==> config.mk <==
export PLATFORM = sky130hd
export DESIGN_NAME = imem_loader
export DESIGN_NICKNAME = d
export VERILOG_FILES = /design/src/rtl/imem_loader_pkg.sv /design/src/rtl/imem_word_packer.sv /design/src/rtl/imem_loader.sv
export SDC_FILE = /design/constraint.sdc
export NUM_CORES = 1
export LEC_CHECK = 0
export ABC_CLOCK_PERIOD_IN_PS = 3700
export CAP_MARGIN = 10
export CELL_PAD_IN_SITES_DETAIL_PLACEMENT = 0
export CELL_PAD_IN_SITES_GLOBAL_PLACEMENT = 1
export CORE_MARGIN = 5
export CORE_UTILIZATION = 45
export DETAILED_ROUTE_END_ITERATION = 10
export HOLD_SLACK_MARGIN = 0.1
export PLACE_DENSITY = 0.95
export SYNTH_ARGS = -nofsm -noshare
export SYNTH_HDL_FRONTEND = slang
export SYNTH_SLANG_ARGS = --single-unit
==> constraint.sdc <==
create_clock -name clk -period 3.7 [get_ports clk]
set_clock_uncertainty 0.15 [all_clocks]
set_input_delay 0.74 -clock clk [delete_from_list [all_inputs] [get_ports clk]]
set_output_delay 0.74 -clock clk [all_outputs]
set_load 0.01 [all_outputs]
==> src/rtl/imem_loader_pkg.sv <==
// Shared types and constants for the byte-serial instruction-memory loader.
package imem_loader_pkg;

  // Bytes per MIPS instruction word.
  localparam int WORD_BYTES = 4;

  // Width of the big-endian word-count field at the head of an image.
  localparam int LEN_W = 16;

  // Loader progress through one image.
  typedef enum logic [2:0] {
    LEN_HI = 3'd0,
    LEN_LO = 3'd1,
    DATA   = 3'd2,
    CSUM   = 3'd3,
    DONE   = 3'd4,
    ERR    = 3'd5
  } state_t;

endpackage

==> src/rtl/imem_word_packer.sv <==
// Packs accepted instruction bytes, MSB first, into 32-bit words.
// It also keeps the running XOR of every byte it sees. word_valid pulses
// for the one cycle after the fourth byte of a word, and during that
// cycle word holds the completed word.
module imem_word_packer
  import imem_loader_pkg::*;
(
  input  logic        clk,
  input  logic        rst,         // synchronous, active-low
  input  logic        clr,         // restart: drop partial word and checksum
  input  logic        byte_valid,  // an instruction byte is accepted this cycle
  input  logic [7:0]  byte_data,
  output logic        last_byte,   // the next accepted byte completes a word
  output logic        word_valid,
  output logic [31:0] word,
  output logic [7:0]  csum
);

  localparam logic [1:0] LAST_IDX = 2'(WORD_BYTES - 1);

  logic [1:0]  cnt_q;
  logic [23:0] shift_q;
  logic [31:0] word_q;
  logic [7:0]  xor_q;
  logic        word_valid_q;

  // Shift bytes in, fold them into the checksum, and emit each completed word.
  always_ff @(posedge clk) begin
    if (!rst) begin
      cnt_q        <= 2'd0;
      shift_q      <= 24'd0;
      word_q       <= 32'd0;
      xor_q        <= 8'd0;
      word_valid_q <= 1'b0;
    end else begin
      word_valid_q <= 1'b0;
      if (clr) begin
        cnt_q   <= 2'd0;
        shift_q <= 24'd0;
        word_q  <= 32'd0;
        xor_q   <= 8'd0;
      end else if (byte_valid) begin
        xor_q   <= xor_q ^ byte_data;
        // The 2-bit counter wraps to zero after the fourth byte.
        cnt_q   <= cnt_q + 2'd1;
        shift_q <= {shift_q[15:0], byte_data};
        if (cnt_q == LAST_IDX) begin
          word_q       <= {shift_q, byte_data};
          word_valid_q <= 1'b1;
        end
      end
    end
  end

  assign last_byte  = (cnt_q == LAST_IDX);
  assign word_valid = word_valid_q;
  assign word       = word_q;
  assign csum       = xor_q;

endmodule

==> src/rtl/imem_loader.sv <==
// Byte-serial program loader for the instruction memory.
// It writes a length-prefixed, XOR-checksummed image into the instruction
// RAM and holds the pipeline in reset until a good image is in place.
module imem_loader
  import imem_loader_pkg::*;
#(
  parameter int ADDR_W = 8  // word-address width; must be below LEN_W
) (
  input  logic              clk,
  input  logic              rst,        // synchronous, active-low
  input  logic              start,
  input  logic              in_valid,
  input  logic [7:0]        in_data,
  output logic              in_ready,
  output logic              mem_we,
  output logic [ADDR_W-1:0] mem_addr,
  output logic [31:0]       mem_wdata,
  output logic              cpu_hold,
  output logic              done,
  output logic              error
);

  // Largest image that fits the memory: one word per address.
  localparam int unsigned MAX_LEN = 32'd1 << ADDR_W;

  state_t              state_q;
  logic [LEN_W-1:0]    len_q;
  logic [LEN_W-1:0]    wcnt_q;
  logic [ADDR_W-1:0]   addr_q;
  logic                cpu_hold_q;
  logic                done_q;
  logic                error_q;

  logic                accept;
  logic                restart;
  logic [LEN_W-1:0]    len_full;
  logic                pk_valid;
  logic                pk_last_byte;
  logic                pk_word_valid;
  logic [31:0]         pk_word;
  logic [7:0]          pk_csum;

  // Bytes are only taken while an image is in progress.
  assign in_ready = (state_q != DONE) && (state_q != ERR);
  assign accept   = in_valid && in_ready;
  // start only counts once the previous load has finished, good or bad.
  assign restart  = start && !in_ready;
  assign len_full = {len_q[LEN_W-1:8], in_data};
  assign pk_valid = accept && (state_q == DATA);

  imem_word_packer u_packer (
    .clk        (clk),
    .rst        (rst),
    .clr        (restart),
    .byte_valid (pk_valid),
    .byte_data  (in_data),
    .last_byte  (pk_last_byte),
    .word_valid (pk_word_valid),
    .word       (pk_word),
    .csum       (pk_csum)
  );

  // Loader FSM: length header, payload words, checksum, then hold the result.
  always_ff @(posedge clk) begin
    if (!rst) begin
      state_q    <= LEN_HI;
      len_q      <= '0;
      wcnt_q     <= '0;
      addr_q     <= '0;
      cpu_hold_q <= 1'b1;
      done_q     <= 1'b0;
      error_q    <= 1'b0;
    end else begin
      // Advance past each written word; wraps only after the final word of a full image.
      if (pk_word_valid) begin
        addr_q <= addr_q + ADDR_W'(1);
      end
      case (state_q)
        LEN_HI: begin
          if (accept) begin
            len_q   <= {in_data, len_q[7:0]};
            state_q <= LEN_LO;
          end
        end
        LEN_LO: begin
          if (accept) begin
            len_q <= len_full;
            if (32'(len_full) > MAX_LEN) begin
              state_q <= ERR;
              error_q <= 1'b1;
            end else if (len_full == '0) begin
              state_q <= CSUM;
            end else begin
              state_q <= DATA;
            end
          end
        end
        DATA: begin
          if (accept && pk_last_byte) begin
            wcnt_q <= wcnt_q + LEN_W'(1);
            if (wcnt_q == len_q - LEN_W'(1)) begin
              state_q <= CSUM;
            end
          end
        end
        CSUM: begin
          if (accept) begin
            if (in_data == pk_csum) begin
              state_q    <= DONE;
              done_q     <= 1'b1;
              cpu_hold_q <= 1'b0;
            end else begin
              state_q <= ERR;
              error_q <= 1'b1;
            end
          end
        end
        DONE, ERR: begin
          if (start) begin
            state_q    <= LEN_HI;
            len_q      <= '0;
            wcnt_q     <= '0;
            addr_q     <= '0;
            cpu_hold_q <= 1'b1;
            done_q     <= 1'b0;
            error_q    <= 1'b0;
          end
        end
        default: begin
          state_q <= LEN_HI;
        end
      endcase
    end
  end

  assign mem_we    = pk_word_valid;
  assign mem_addr  = addr_q;
  assign mem_wdata = pk_word;
  assign cpu_hold  = cpu_hold_q;
  assign done      = done_q;
  assign error     = error_q;

endmodule

==> impl_metrics.csv <==
group,metric,value,unit
timing,max_freq,355,MHz
synth,async_flop_share,0,%
cells_and_area,drive_above_1_share,6.82,%
die,initial_utilization,45.9,%
placed_design,place_congestion,0.859,
drt,wirelength,12400,microns
die,fp.dieW,115,microns
global_routing,grt_pass1_vias,4290,
cts,cts_resized,0,
cells_and_area,final_cell_area,6220,sq um
cts,clk_pin_slew,50,ps
drt,drcViolationCount,0,
synth,syn_avg_cell_area,8.10,sq um
setup_path,critPathSlowestCell,"dfxtp_1",
drt,detail_route.wl_per_cell,15.2,microns
global_routing,grt_pass1_wl,21000,microns
setup_path,path_max_fanout,15,
pwr,peakVddDrop,0.000356,V
cts,hold_buffers,0,
drt,wl_met1,5850,microns
global_routing,grt_usage,19.9,%
drt,route.met2.wl,5510,microns
cts,numCtsBuffers,17,
timing,tightest_slew,551,ps
timing,rsz0062_at_grt,"false",
timing,drv_slew,0,
cts,postCtsSetupBuffers,0,
setup_path,slowest_delay,580,ps
placed_design,place_area,5620,sq um
setup_path,startpoint_type,"flop",
timing,setup_viol,0,
synth,synth_area,4950,sq um
pwr,power_leakage,2.12,nW
timing,tns,0,ps
setup_path,cp.arrival,1920,ps
global_routing,overflow,0,
cts,cts_buffer_depth,2,
pwr,p_per_area,518,nW/um^2
setup_path,worstSetupPathType,"reg -> out",
cts,root_buffer,"clkbuf_8",
global_routing,grt_max_degree,74,
flow_run,cap_violations,0,
setup_path,cp.required,2810,ps
cells_and_area,num-nets-final,677,
cts,cts_htree_levels,4,
die,dieArea,13200,sq um
die,die_h,115,microns
cts,insertion_delay,520,ps
drt,dr.max_layer_used,"met4",
die,core,10800,sq um
setup_path,crit_chain,"nand2b_1 -> clkdlybuf4s50_1",
placed_design,port-buffer-count,56,
drt,drtPass1Iterations,5,
synth,synth_nets,627,
drt,final_antenna_net_count,0,
setup_path,crit_buf_inv,1,
die,rows,38,
placed_design,dp_hpwl,8350,microns
synth,synth.distinct_cells,46,
drt,drt-initial-drc-count,345,
timing,finalCriticalPeriod,2810,ps
outcome,status,"completed",
cells_and_area,insertedDiodeCount,0,
die,ios,57,
synth,ys_seq_area_share,45.7,%
synth,synthCells,611,
drt,met3_length,779,microns
drt,vias,4382,
cts,cts_tree,"yes",
timing,fin_crit_sh,76.0,%
drt,vias_per_cell,5.38,
min_path,hp-class,"reg -> reg",
setup_path,endpoint_kind,"output pin",
cts,cts_sinks,113,
cells_and_area,area_growth,25.7,%
synth,ys_ff_latch,113,
synth,synthFlopType,"dfxtp_1",
setup_path,crit_family,"flip-flops",
synth,yosys_warnings,0,
cells_and_area,layout_common_cells,"148 x nand2_1, 113 x dfxtp_1, 74 x a21oi_1",
timing,maxSlewHeadroom,63.0,%
global_routing,antenna_found_initial,0,
synth,synth_edf_count,0,
timing,hold_viol_final,0,
cells_and_area,layout_commonest_cell,"nand2_1",
==> worst paths after layout <==
check	slack [ps]	cells after the start	from	endpoint
setup / recovery	890	2	state_q[1]	in_ready
hold / removal	300	2	u_packer.shift_q[17]	u_packer.word[25]
setup reg to reg	1260	7	len_q[0]	state_q[0]
hold reg to reg	300	2	u_packer.shift_q[17]	u_packer.word[25]
==> synthesized netlist by cell type (2+ instances only) <==
cell type  instances  area, sq um
nor3_1             9         45.0
nand2b_1           4         25.0
ha_1               4         50.1
a21boi_0          17          128
dfxtp_1          113         2260
nor2b_1            3         18.8
inv_1              7         26.3
xor2_1            26          228
nand4_1           12         75.1
o21ai_1            2         10.0
clkbuf_1          30          113
o21ai_0           17         85.1
nand3b_1           6         45.0
o221ai_1           2         17.5
and3_1             5         31.3
or3_1             10         62.6
nor2_1            37          139
nand2_1          149          559
nor4_1             4         25.0
and2_1             3         18.8
xnor2_1           27          236
a21o_1             2         15.0
nand3_1           26          130
a21oi_1           74          370
==> layer usage <==
layer | global-route usage, % | vias to the layer above
met5 | 0 | -
met4 | 7.98 | 0
met3 | 6.11 | 21
met2 | 29.9 | 125
met1 | 26.9 | 2055
li1 | - | 2181
==> kinds of logic after synthesis <==
group,after synthesis,synth area share (%)
DFF,113,45.7
muxes,1,0.202
buffers and inverters,38,3.03
adders and majority gates,4,1.01
and+or+nand+nor,278,26.3
xor gates and xnor gates,53,9.38
AOI/OAI and AO/OA,124,14.4
==> final cells by class <==
class                   count  area (sq um)
fillers                   985          4570
multi-input cells         460          2540
flip-flops and latches    113          2260
repair buffers             62           618
clock buffers              21           469
well taps                 140           175
clock inverters            11           128
inverters                   7          26.3
==> where the power goes <==
group / switching [mW] / internal [mW] / leakage (nW)
sequential: 0.0396 / 1.24 / 0.911
clock: 0.579 / 1.03 / 0.287
combinational: 0.201 / 0.130 / 0.918
total: 0.821 / 2.40 / 2.12
==> worst reg2reg max path: stages, from the launching register on <==
cell     delay [ps]
dfxtp_1         340
inv_1            70
ha_1            240
or4b_4          530
or4_1           520
a31oi_1         200
nand4_1         140
o31ai_2         180
==> through the flow <==
step	worst slack, ps	power, mW	util (%)	cells	hold slack, ps
6_report	886	3.23	57.6	814	303
5_1_grt	784	3.36	57.6	814	317
4_1_cts	877	3.25	57.6	814	305
3_5_place_dp	657	1.63	52.1	782	296
3_3_place_gp	712	1.63	52.1	782	291
2_1_floorplan	1470	1.54	-	611	282
==> registers in the layout, summed over array words and instances, names as in the netlist <==
register,cells
mem_addr,8
wcnt_q,16
u_packer.word,32
cpu_hold,1
u_packer.shift_q,24
len_q,16
done,1
u_packer.word_valid,1
u_packer.csum,8
error,1
u_packer.cnt_q,2
state_q,3
Power figures use the tool's default switching activity.
